**src/rtl/truth_table_scanner_pkg.sv**
```systemverilog
// Shared definitions for the truth-table scanner.
//   N_VEC  : number of input vectors of a 4-input function (16)
//   VEC_W  : vector width / index width (4)
//   CNT_W  : width of the mismatch count (holds 0..16)
//   state_e: scanner FSM states
package truth_table_scanner_pkg;
    localparam int N_VEC = 16;
    localparam int VEC_W = 4;
    localparam int CNT_W = 5;

    typedef enum logic [1:0] {
        ST_IDLE  = 2'd0,
        ST_DRIVE = 2'd1,
        ST_DONE  = 2'd2
    } state_e;
endpackage

```
**src/rtl/tt_compare.sv**
```systemverilog
// Combinational compare of a captured truth table against a golden table.
//   table_in   : captured table, bit i = f for vector i
//   expected   : golden table
//   match      : tables identical
//   fail_cnt   : number of differing bits (0..16)
//   first_fail : lowest differing index, 0 when the tables match
module tt_compare
    import truth_table_scanner_pkg::*;
(
    input  logic [N_VEC-1:0] table_in,
    input  logic [N_VEC-1:0] expected,
    output logic             match,
    output logic [CNT_W-1:0] fail_cnt,
    output logic [VEC_W-1:0] first_fail
);
    logic [N_VEC-1:0] diff;

    always_comb begin
        diff       = table_in ^ expected;
        fail_cnt   = '0;
        first_fail = '0;
        // Walk from the top down so the last hit written is the lowest index.
        for (int i = N_VEC - 1; i >= 0; i--) begin
            fail_cnt = fail_cnt + {{(CNT_W-1){1'b0}}, diff[i]};
            if (diff[i]) first_fail = VEC_W'(i);
        end
        match = (diff == '0);
    end
endmodule

```
**src/rtl/truth_table_scanner.sv**
```systemverilog
// Exhaustively drives all 16 input vectors into a 4-input combinational
// function, captures its truth table and compares it with a golden table.
//   clk, rst_n : clock, synchronous active-low reset
//   start      : scan request, honoured only in IDLE
//   expected   : golden truth table
//   f_in       : output of the function under test
//   a,b,c,d    : vector driven to the function, {a,b,c,d} = idx
//   busy       : scan in progress (DRIVE)
//   done       : one-cycle pulse at end of scan
//   table_out  : captured truth table
//   match, fail_cnt, first_fail : compare results, valid from the DONE cycle
module truth_table_scanner
    import truth_table_scanner_pkg::*;
#(
    parameter int SETTLE = 1    // cycles each vector is held, 1..15
) (
    input  logic             clk,
    input  logic             rst_n,
    input  logic             start,
    input  logic [N_VEC-1:0] expected,
    input  logic             f_in,
    output logic             a,
    output logic             b,
    output logic             c,
    output logic             d,
    output logic             busy,
    output logic             done,
    output logic [N_VEC-1:0] table_out,
    output logic             match,
    output logic [CNT_W-1:0] fail_cnt,
    output logic [VEC_W-1:0] first_fail
);
    state_e           state;
    logic [VEC_W-1:0] idx;
    logic [3:0]       settle_cnt;
    logic             last_settle;
    logic [N_VEC-1:0] table_next;
    logic             cmp_match;
    logic [CNT_W-1:0] cmp_fail_cnt;
    logic [VEC_W-1:0] cmp_first_fail;

    assign last_settle = (settle_cnt == 4'(SETTLE - 1));

    // The final sample lands on the same edge that enters DONE, so compare
    // against the table including the bit being captured now; that makes the
    // results valid in the DONE cycle itself.
    always_comb begin
        table_next      = table_out;
        table_next[idx] = f_in;
    end

    tt_compare u_cmp (
        .table_in   (table_next),
        .expected   (expected),
        .match      (cmp_match),
        .fail_cnt   (cmp_fail_cnt),
        .first_fail (cmp_first_fail)
    );

    // Outputs decode from registered state only; no path from start.
    assign {a, b, c, d} = (state == ST_DRIVE) ? idx : '0;
    assign busy         = (state == ST_DRIVE);
    assign done         = (state == ST_DONE);

    always_ff @(posedge clk) begin
        if (!rst_n) begin
            state      <= ST_IDLE;
            idx        <= '0;
            settle_cnt <= '0;
            table_out  <= '0;
            match      <= 1'b0;
            fail_cnt   <= '0;
            first_fail <= '0;
        end else begin
            case (state)
                ST_IDLE: begin
                    if (start) begin
                        state      <= ST_DRIVE;
                        idx        <= '0;
                        settle_cnt <= '0;
                        table_out  <= '0;
                        match      <= 1'b0;
                        fail_cnt   <= '0;
                        first_fail <= '0;
                    end
                end
                ST_DRIVE: begin
                    if (last_settle) begin
                        table_out  <= table_next;
                        settle_cnt <= '0;
                        if (idx == VEC_W'(N_VEC - 1)) begin
                            // idx is left at 15 here and cleared on leaving DONE,
                            // so it never wraps inside a scan.
                            state      <= ST_DONE;
                            match      <= cmp_match;
                            fail_cnt   <= cmp_fail_cnt;
                            first_fail <= cmp_first_fail;
                        end else begin
                            idx <= idx + 1'b1;
                        end
                    end else begin
                        settle_cnt <= settle_cnt + 4'd1;
                    end
                end
                ST_DONE: begin
                    state <= ST_IDLE;
                    idx   <= '0;
                end
                default: begin
                    state <= ST_IDLE;
                end
            endcase
        end
    end
endmodule

```
**config.mk**
```make
export PLATFORM = sky130hd
export DESIGN_NAME = truth_table_scanner
export DESIGN_NICKNAME = d
export VERILOG_FILES = /design/src/rtl/truth_table_scanner_pkg.sv /design/src/rtl/tt_compare.sv /design/src/rtl/truth_table_scanner.sv
export SDC_FILE = /design/constraint.sdc
export NUM_CORES = 1
export LEC_CHECK = 0
export BUFFER_PORTS_ARGS = -buffer_cell sky130_fd_sc_hd__buf_2
export CAP_MARGIN = 20
export CORE_ASPECT_RATIO = 0.5
export CORE_MARGIN = 2
export CORE_UTILIZATION = 30
export CTS_CLUSTER_DIAMETER = 30
export DETAILED_ROUTE_END_ITERATION = 10
export GPL_TIMING_DRIVEN = 0
export SLEW_MARGIN = 20
export SYNTH_ARGS = -nofsm -noshare
export SYNTH_HDL_FRONTEND = slang
export SYNTH_SLANG_ARGS = --single-unit
```
**constraint.sdc**
```tcl
create_clock -name clk -period 7.2 [get_ports clk]
set_clock_uncertainty 0.1 [all_clocks]
set_input_delay 1.08 -clock clk [delete_from_list [all_inputs] [get_ports clk]]
set_output_delay 1.08 -clock clk [all_outputs]
set_load 0.01 [all_outputs]
```
==> metrics.md, run 1 <==
| Metric | Value |
|---|---|
| Worst Hold Class | reg -> reg |
| I/O Pins | 52 |
| Hold buffers post-CTS | 0 |
| Switching Fraction | 31.9% |
| Nature of the critical path startpoint | input port |
| Combinational share of power | 31.1% |
| Power consumption | 661 uW |
| Die area | 10100 um2 |
| Post-synth ARST share | 0% |
| Setup WS post-layout | 1.21 ns |
| Die Width | 140 um |
| Outcome | complete, no violations |
| Share of layout cells above drive strength 1 | 23.6% |
| Routed wire length per instance | 14.3 um |
| Final Wtd Congestion | 0.813 |
| Synth Area in Simple Gates | 22.5% |
| Core Region | 8860 um2 |
| Largest net degree at the start of global routing | 13 |
| Yosys warnings | 0 |
| Pwr Density | 198 nW/um2 |
| Total number of vias | 2311 |
| Clock root buffer | clkbuf_16 |
| Largest family of logic cells by synthesized area | simple AND/OR/NAND/NOR gates |
| Post-synth EDFFs | 0 |
| NetSw | 211 uW |
| Post-Syn Instances | 311 |
| First-pass GRT wire length | 11400 um |
| DRT Pass-1 Iters | 6 |
| LEAKAGE | 1.48 nW |
| CTS tree | built |
| Final hold vios | 0 |
| DR vias/cell | 4.76 |
| Initial antenna violation count | 0 |
| Antenna viol nets, final | 0 |
| Mux share of post-synthesis cell area | 6.17% |
| Post-synth top flop | dfxtp_1 |
| Data required, critical path | 7.28 ns |
| Tcrit/Tclk final | 83.2% |
| Synth Area in Compound Gates | 17.1% |
| Setup TNS | 0 ns |
| Seq pwr share | 30.7% |
| Worst EP arrival | 6.07 ns |
| Worst Max-Slew Pin Slew | 0.535 ns |
| Vias in the first global route | 2236 |
| # rows | 24 |
| Synth Area in Adders | 14.0% |
| Peak Freq | 167 MHz |
| Synthesized area per cell | 8.94 um2 |
| Max-Cap Viols | 0 |
| Max rail drop VDD | 0.107 mV |
| Slew Limit Fails | 0 |
| Area grow syn2layout | 20.1% |
| Port Buffers | 49 |
| Min Hold Slack | 0.349 ns |
| Setup Viol. Count Final | 0 |
| Number of diodes | 0 |
| Total Wirelength | 6950 um |
| Initial DRC count | 120 |
| Layout Nets | 412 |
| Clk network pwr share | 38.2% |
| Worst slew margin | 64.2% |
| Synthesized cell area | 2780 um2 |
| Total CTS buffers | 5 |
| Post-DP HPWL | 5410 um |
| Post-Syn Nets | 356 |
| Worst setup EP type | flop |
| Worst skew pair latency | 0.28 ns |
| CTS clk-pin slew, worst paths | 0.06 ns |
| Residual DRC | 0 |
| CTS resizes | 0 |
| Die H | 72.1 um |
| Period minus WS final | 5.99 ns |
| Synth Area in XOR/XNOR | 7.43% |
| Postcts setup bufs | 0 |
| Initial cell density of the core | 31.4% |
| Internal | 450 uW |
| #FFs+latches synth | 36 |
| Clock Path Buffers | 2 |
| CP Max Fanout | 10 |
| Post-Place Setup Slack | 0.962 ns |
| RSZ-0062 raised after global routing | no |
| Critical path type | in -> reg |
| GR Overflow Total | 0 |
| Synth unique cells | 57 |
| Total GRT Usage | 14.3% |
| H-Tree Level Count | 2 |
| Seq/Total Area, Yosys | 25.9% |
| Clock Sinks | 36 |
[path summary, 6_finish.rpt]
kind                            cells after the start   start     endpoint  slack (ns)
worst min-delay path                                2   match        match        0.35
worst max register to register                     19  idx[0]  fail_cnt[2]        1.65
worst min register to register                      2   match        match        0.35
worst max-delay path                               20    f_in  fail_cnt[2]        1.21
[cells in the mapped netlist, types with 5 or more instances]
| cell | instances | area share [%] |
|---|---|---|
| clkbuf_1 | 5 | 0.68 |
| ha_1 | 15 | 6.8 |
| nand4_1 | 5 | 1.1 |
| and2_1 | 6 | 1.4 |
| xor2_1 | 9 | 2.8 |
| nor2b_1 | 19 | 4.3 |
| a21boi_0 | 5 | 1.4 |
| fa_1 | 10 | 7.2 |
| inv_1 | 26 | 3.5 |
| dfxtp_1 | 36 | 26 |
| and3b_1 | 7 | 2.2 |
| o21ai_0 | 20 | 3.6 |
| a22oi_1 | 14 | 3.8 |
| nand2_1 | 22 | 3.0 |
| nor2_1 | 14 | 1.9 |
| a21oi_1 | 6 | 1.1 |
| mux2i_1 | 13 | 4.7 |
| xnor2_1 | 9 | 2.8 |
[per-layer routing]
layer  vias up  track usage (%)  part of all wire (%)
met5         -                0                     0
met2        44             22.9                    46
met1      1079             19.7                    49
met4         0             3.82                   1.2
met3         7             3.10                   4.0
li1       1181                -                     -
[cells in the final DEF (no fill, tap or decap), types with 10 or more instances in the layout]
cell and instances:
fa_1 10, ha_1 15, nor2b_1 19, o21ai_0 20, buf_2 52, dfxtp_1 36, nand2_1 22, mux2i_1 13
inv_1 26, a22oi_1 14, nor2_1 14
[power by group through the flow]
stage	clock [mW]	sequential, mW	combinational (mW)
after floorplan	0	0.207	0.155
after global routing	0.269	0.203	0.238
final	0.253	0.203	0.205
after detailed placement	0	0.208	0.203
after CTS	0.257	0.203	0.205
after global placement	0	0.207	0.201
[state kept, by name, indices dropped and copies added (netlist names)]
name	count
state	2
fail_cnt	5
table_out	16
idx	4
settle_cnt	4
match	1
first_fail	4
[critical path, stage by stage]
cell      delay, ns
buf_2          0.21
clkbuf_1       0.40
inv_1          0.15
nor2_1         0.12
a21oi_1        0.06
xnor2_1        0.28
ha_1           0.32
fa_1           0.51
fa_1           0.54
inv_1          0.06
fa_1           0.52
inv_1          0.05
fa_1           0.58
fa_1           0.18
inv_1          0.06
fa_1           0.41
xnor2_1        0.27
nor4_1         0.08
a21oi_1        0.12
nor2b_1        0.06
[per-stage QoR]
step / utilization, % / cell area, um2 / std cells
final: 37.7 / 3340 / 485
after global routing: 37.7 / 3340 / 485
after CTS: 37.7 / 3340 / 485
after detailed placement: 35.8 / 3170 / 477
after global placement: 35.8 / 3170 / 477
after floorplan: - / 2780 / 311
[cells by family (layout without fill, tap and decap cells)]
logic type	Yosys count	after routing
AO/OA/AOI/OAI	69	69
XOR/XNOR	21	21
adder cells (fa/ha/maj)	25	25
buffers and inverters	41	98
flip-flops	36	36
multiplexers	16	16
AND/OR/NAND/NOR	103	103
[final cells by class]
| cell class | count | area, um2 |
|---|---|---|
| Timing Repair Buffer | 49 | 245 |
| Tap cell | 117 | 146 |
| Sequential cell | 36 | 721 |
| Clock inverter | 3 | 42.5 |
| Buffer | 14 | 90.1 |
| Fill cell | 902 | 5520 |
| Clock buffer | 5 | 125 |
| Inverter | 27 | 101 |
| Multi-Input combinational cell | 234 | 1870 |
Note: power is estimated with default switching activity, not from simulation.
==> run 2, diff against run 1 <==
--- a/config.mk
+++ b/config.mk
@@ -5,6 +5,7 @@
 export SDC_FILE = /design/constraint.sdc
 export NUM_CORES = 1
 export LEC_CHECK = 0
+export ABC_AREA = 1
 export BUFFER_PORTS_ARGS = -buffer_cell sky130_fd_sc_hd__buf_2
 export CAP_MARGIN = 20
 export CORE_ASPECT_RATIO = 0.5
==> constraint.sdc (replaced) <==
create_clock -name clk -period 6.2 [get_ports clk]
set_clock_uncertainty 0.1 [all_clocks]
set_input_delay 0.93 -clock clk [delete_from_list [all_inputs] [get_ports clk]]
set_output_delay 0.93 -clock clk [all_outputs]
set_load 0.01 [all_outputs]
==> run 2 against run 1 <==
Core utilization increased by 0.59 points; clock power increased by 5%; die area fell by 6.5%; non-clock buffer count down 4; setup slack got worse by 0.60 ns; power grew 13%; flip-flop and latch count stayed put; routed wire length is 4.0% lower; cell count grew 9.7%; synthesized cell count is 16% higher; sequential power is 18% higher; critical path type unchanged.
==> metrics.md, run 2 <==
| Metric | Value |
|---|---|
| Outcome | complete, no violations |
| Post-synth ARST share | 0% (unchanged) |
| Biggest register | table_out |
| Initial DRC count | 119 (-0.83%) |
| Largest net degree at the start of global routing | 13 (unchanged) |
| Final hold vios | 0 (unchanged) |
| Period minus WS final | 5.59 ns |
| Slew Limit Fails | 0 (unchanged) |
| Clock Path Buffers | 2 (unchanged) |
| Worst skew pair latency | 0.29 ns (about the same) |
| Max reg flops | 16 (unchanged) |
| Peak Freq | 179 MHz |
| RSZ-0062 raised after global routing | no |
| CTS resizes | 0 (unchanged) |
| Worst EP arrival | 5.66 ns (-0.41 ns) |
| Post-synth top flop | dfxtp_1 |
| Clock root buffer | clkbuf_16 |
| Postcts setup bufs | 0 (unchanged) |
| Layout fillers | 878 (-2.7%) |
| H-Tree Level Count | 2 (unchanged) |
| Antenna viol nets, final | 0 (unchanged) |
| Die Width | 135 um (-3.3%) |
| Port Buffers | 51 (+4.1%) |
| Leading cell types by count after synthesis | nand2_1, inv_1, dfxtp_1, a21oi_1, nor2_1 |
| Largest regs | table_out x16, fail_cnt x5 |
| Number of diodes | 0 (unchanged) |
| Die area | 9450 um2 (-6.5%) |
| Area grow syn2layout | 21.1% |
| Tcrit/Tclk final | 90.2% |
| Post-DP HPWL | 5410 um (+0.10%) |
| CTS clk-pin slew, worst paths | 0.06 ns (about the same) |
| First-pass GRT wire length | 11100 um (-2.7%) |
| Die H | 69.7 um (-3.2%) |
| Synthesized cell area | 2590 um2 (-6.8%) |
| DRT Pass-1 Iters | 4 (-2) |
| Synth unique cells | 36 (-37%) |
| Max-Cap Viols | 0 (unchanged) |
| Vias in the first global route | 2262 (+1.2%) |
| Top area cells in the synthesized netlist | dfxtp_1, nand2_1, fa_1 |
| # rows | 23 (-4.2%) |
| Synth top area share | 27.8% (+1.9 points) |
| #FFs+latches synth | 36 (unchanged) |
| Routed wire length per instance | 12.5 um (-12%) |
| Total number of vias | 2378 (+2.9%) |
| Yosys warnings | 0 (unchanged) |
| Total GRT Usage | 14.8% (+0.55 points) |
| Area of the multi-input gates | 1620 um2 (-13%) |
| Pwr Density | 237 nW/um2 (+20%) |
| Core Region | 8200 um2 (-7.4%) |
| LEAKAGE | 1.45 nW (-2.2%) |
| Seq/Total Area, Yosys | 27.8% (+1.9 points) |
| GR Overflow Total | 0 (unchanged) |
| Max rail drop VDD | 0.143 mV (+34%) |
| Final Wtd Congestion | 0.880 (+8.2%) |
| CTS tree | built |
| Worst Hold Class | reg -> reg |
| Commonest non-fill, non-tap cell in the layout | nand2_1 |
| I/O Pins | 52 (unchanged) |
| Total CTS buffers | 5 (unchanged) |
| Storage cell area | 721 um2 (unchanged) |
| Post-Place Setup Slack | 0.330 ns (-0.632 ns) |
| Synthesized area per cell | 7.18 um2 (-20%) |
| Data required, critical path | 6.27 ns (-1.01 ns) |
| Layout Nets | 464 (+13%) |
| Cell taking the most area after synthesis | dfxtp_1 |
| Initial antenna violation count | 0 (unchanged) |
| Setup TNS | 0 ns (unchanged) |
| Post-synth EDFFs | 0 (unchanged) |
| Most common cell in the netlist | nand2_1 |
| Nature of the critical path startpoint | input port |
| Worst setup EP type | flop |
| Post-Syn Nets | 406 (+14%) |
| Post-Syn Instances | 361 (+16%) |
| DR vias/cell | 4.47 (-6.2%) |
| Setup WS post-layout | 0.610 ns (-0.601 ns) |
| CP Max Fanout | 10 (unchanged) |
| Total Wirelength | 6680 um (-4.0%) |
| Residual DRC | 0 (unchanged) |
| Clock Sinks | 36 (unchanged) |
| Worst slew margin | 59.9% (-4.3 points) |
| Initial cell density of the core | 31.6% (+0.23 points) |
| Share of layout cells above drive strength 1 | 23.1% (-0.55 points) |
| Critical path type | in -> reg |
| Hold buffers post-CTS | 0 (unchanged) |
| Setup Viol. Count Final | 0 (unchanged) |
| Commonest non-fill, non-tap cells in the layout | nand2_1, buf_2, inv_1 |
| Worst Max-Slew Pin Slew | 0.601 ns (+0.0662 ns) |
==> run 2: changes by cell type after synthesis, moves of 7 or more <==
cell / previous run / this run
mux2i_1: 13 / 0
nor2b_1: 19 / 0
and3b_1: 7 / 0
o21ai_0: 20 / 8
nor2_1: 14 / 24
a22oi_1: 14 / 0
nand3_1: 3 / 20
nand2_1: 22 / 97
inv_1: 26 / 42
inv_2: 1 / 10
a21oi_1: 6 / 33
==> run 2: layout make-up <==
| type | instances | area share [%] |
|---|---|---|
| multi-input cells | 263 | 51.6 |
| flip-flops and latches | 36 | 22.9 |
| repair buffers | 51 | 8.13 |
| inverters | 54 | 6.45 |
| well taps | 112 | 4.46 |
| clock buffers | 6 | 4.42 |
| plain buffers | 8 | 1.55 |
| clock inverters | 2 | 0.438 |
==> run 2: cells by family after synthesis <==
logic type / share of synthesized area, %
buf+inv: 9.70
flops: 27.8
compound gates: 12.6
fa+ha+maj: 15.0
simple gates: 28.7
xor+xnor: 6.27
==> run 2: path summary, 6_finish.rpt <==
check / startpoint / cells after the start / end / slack, ns
setup / recovery: f_in / 16 / fail_cnt[1] / 0.61
hold / removal: fail_cnt[3] / 2 / fail_cnt[3] / 0.36
setup reg to reg: idx[0] / 17 / fail_cnt[1] / 0.62
hold reg to reg: fail_cnt[3] / 2 / fail_cnt[3] / 0.36
==> run 2: per-layer routing <==
layer	track usage [%]	share of wire (%)	vias up
met5	0	0	-
met4	3.59	1.0	0
met3	3.80	4.8	6
met2	22.4	43	41
met1	21.0	51	1072
li1	-	-	1259
==> run 2: critical path, stage by stage <==
cell     delay [ns]
buf_2          0.13
inv_2          0.08
buf_4          0.18
o21ai_0        0.28
xor2_1         0.33
ha_1           0.32
fa_1           0.52
fa_1           0.55
inv_1          0.05
fa_1           0.54
inv_1          0.06
fa_1           0.53
fa_1           0.44
inv_1          0.09
fa_1           0.42
a32o_1         0.22
==> run 2: where the power goes <==
group | leakage, nW | internal (mW) | total [mW] | switching, mW
Combinational | 1.08 | 0.0874 | 0.241 | 0.153
Clock | 0.0772 | 0.161 | 0.265 | 0.105
Sequential | 0.291 | 0.235 | 0.239 | 0.00319
==> run 2: through the flow <==
stage | instance area, um2 | utilization [%] | cells | power (mW) | hold WS, ns
after floorplan | 2590 | - | 361 | 0.417 | 0.357
after global placement | 2990 | 36.4 | 524 | 0.479 | 0.354
after detailed placement | 2990 | 36.4 | 524 | 0.482 | 0.357
after CTS | 3140 | 38.3 | 532 | 0.751 | 0.366
after global routing | 3140 | 38.3 | 532 | 0.798 | 0.383
final | 3140 | 38.3 | 532 | 0.744 | 0.364
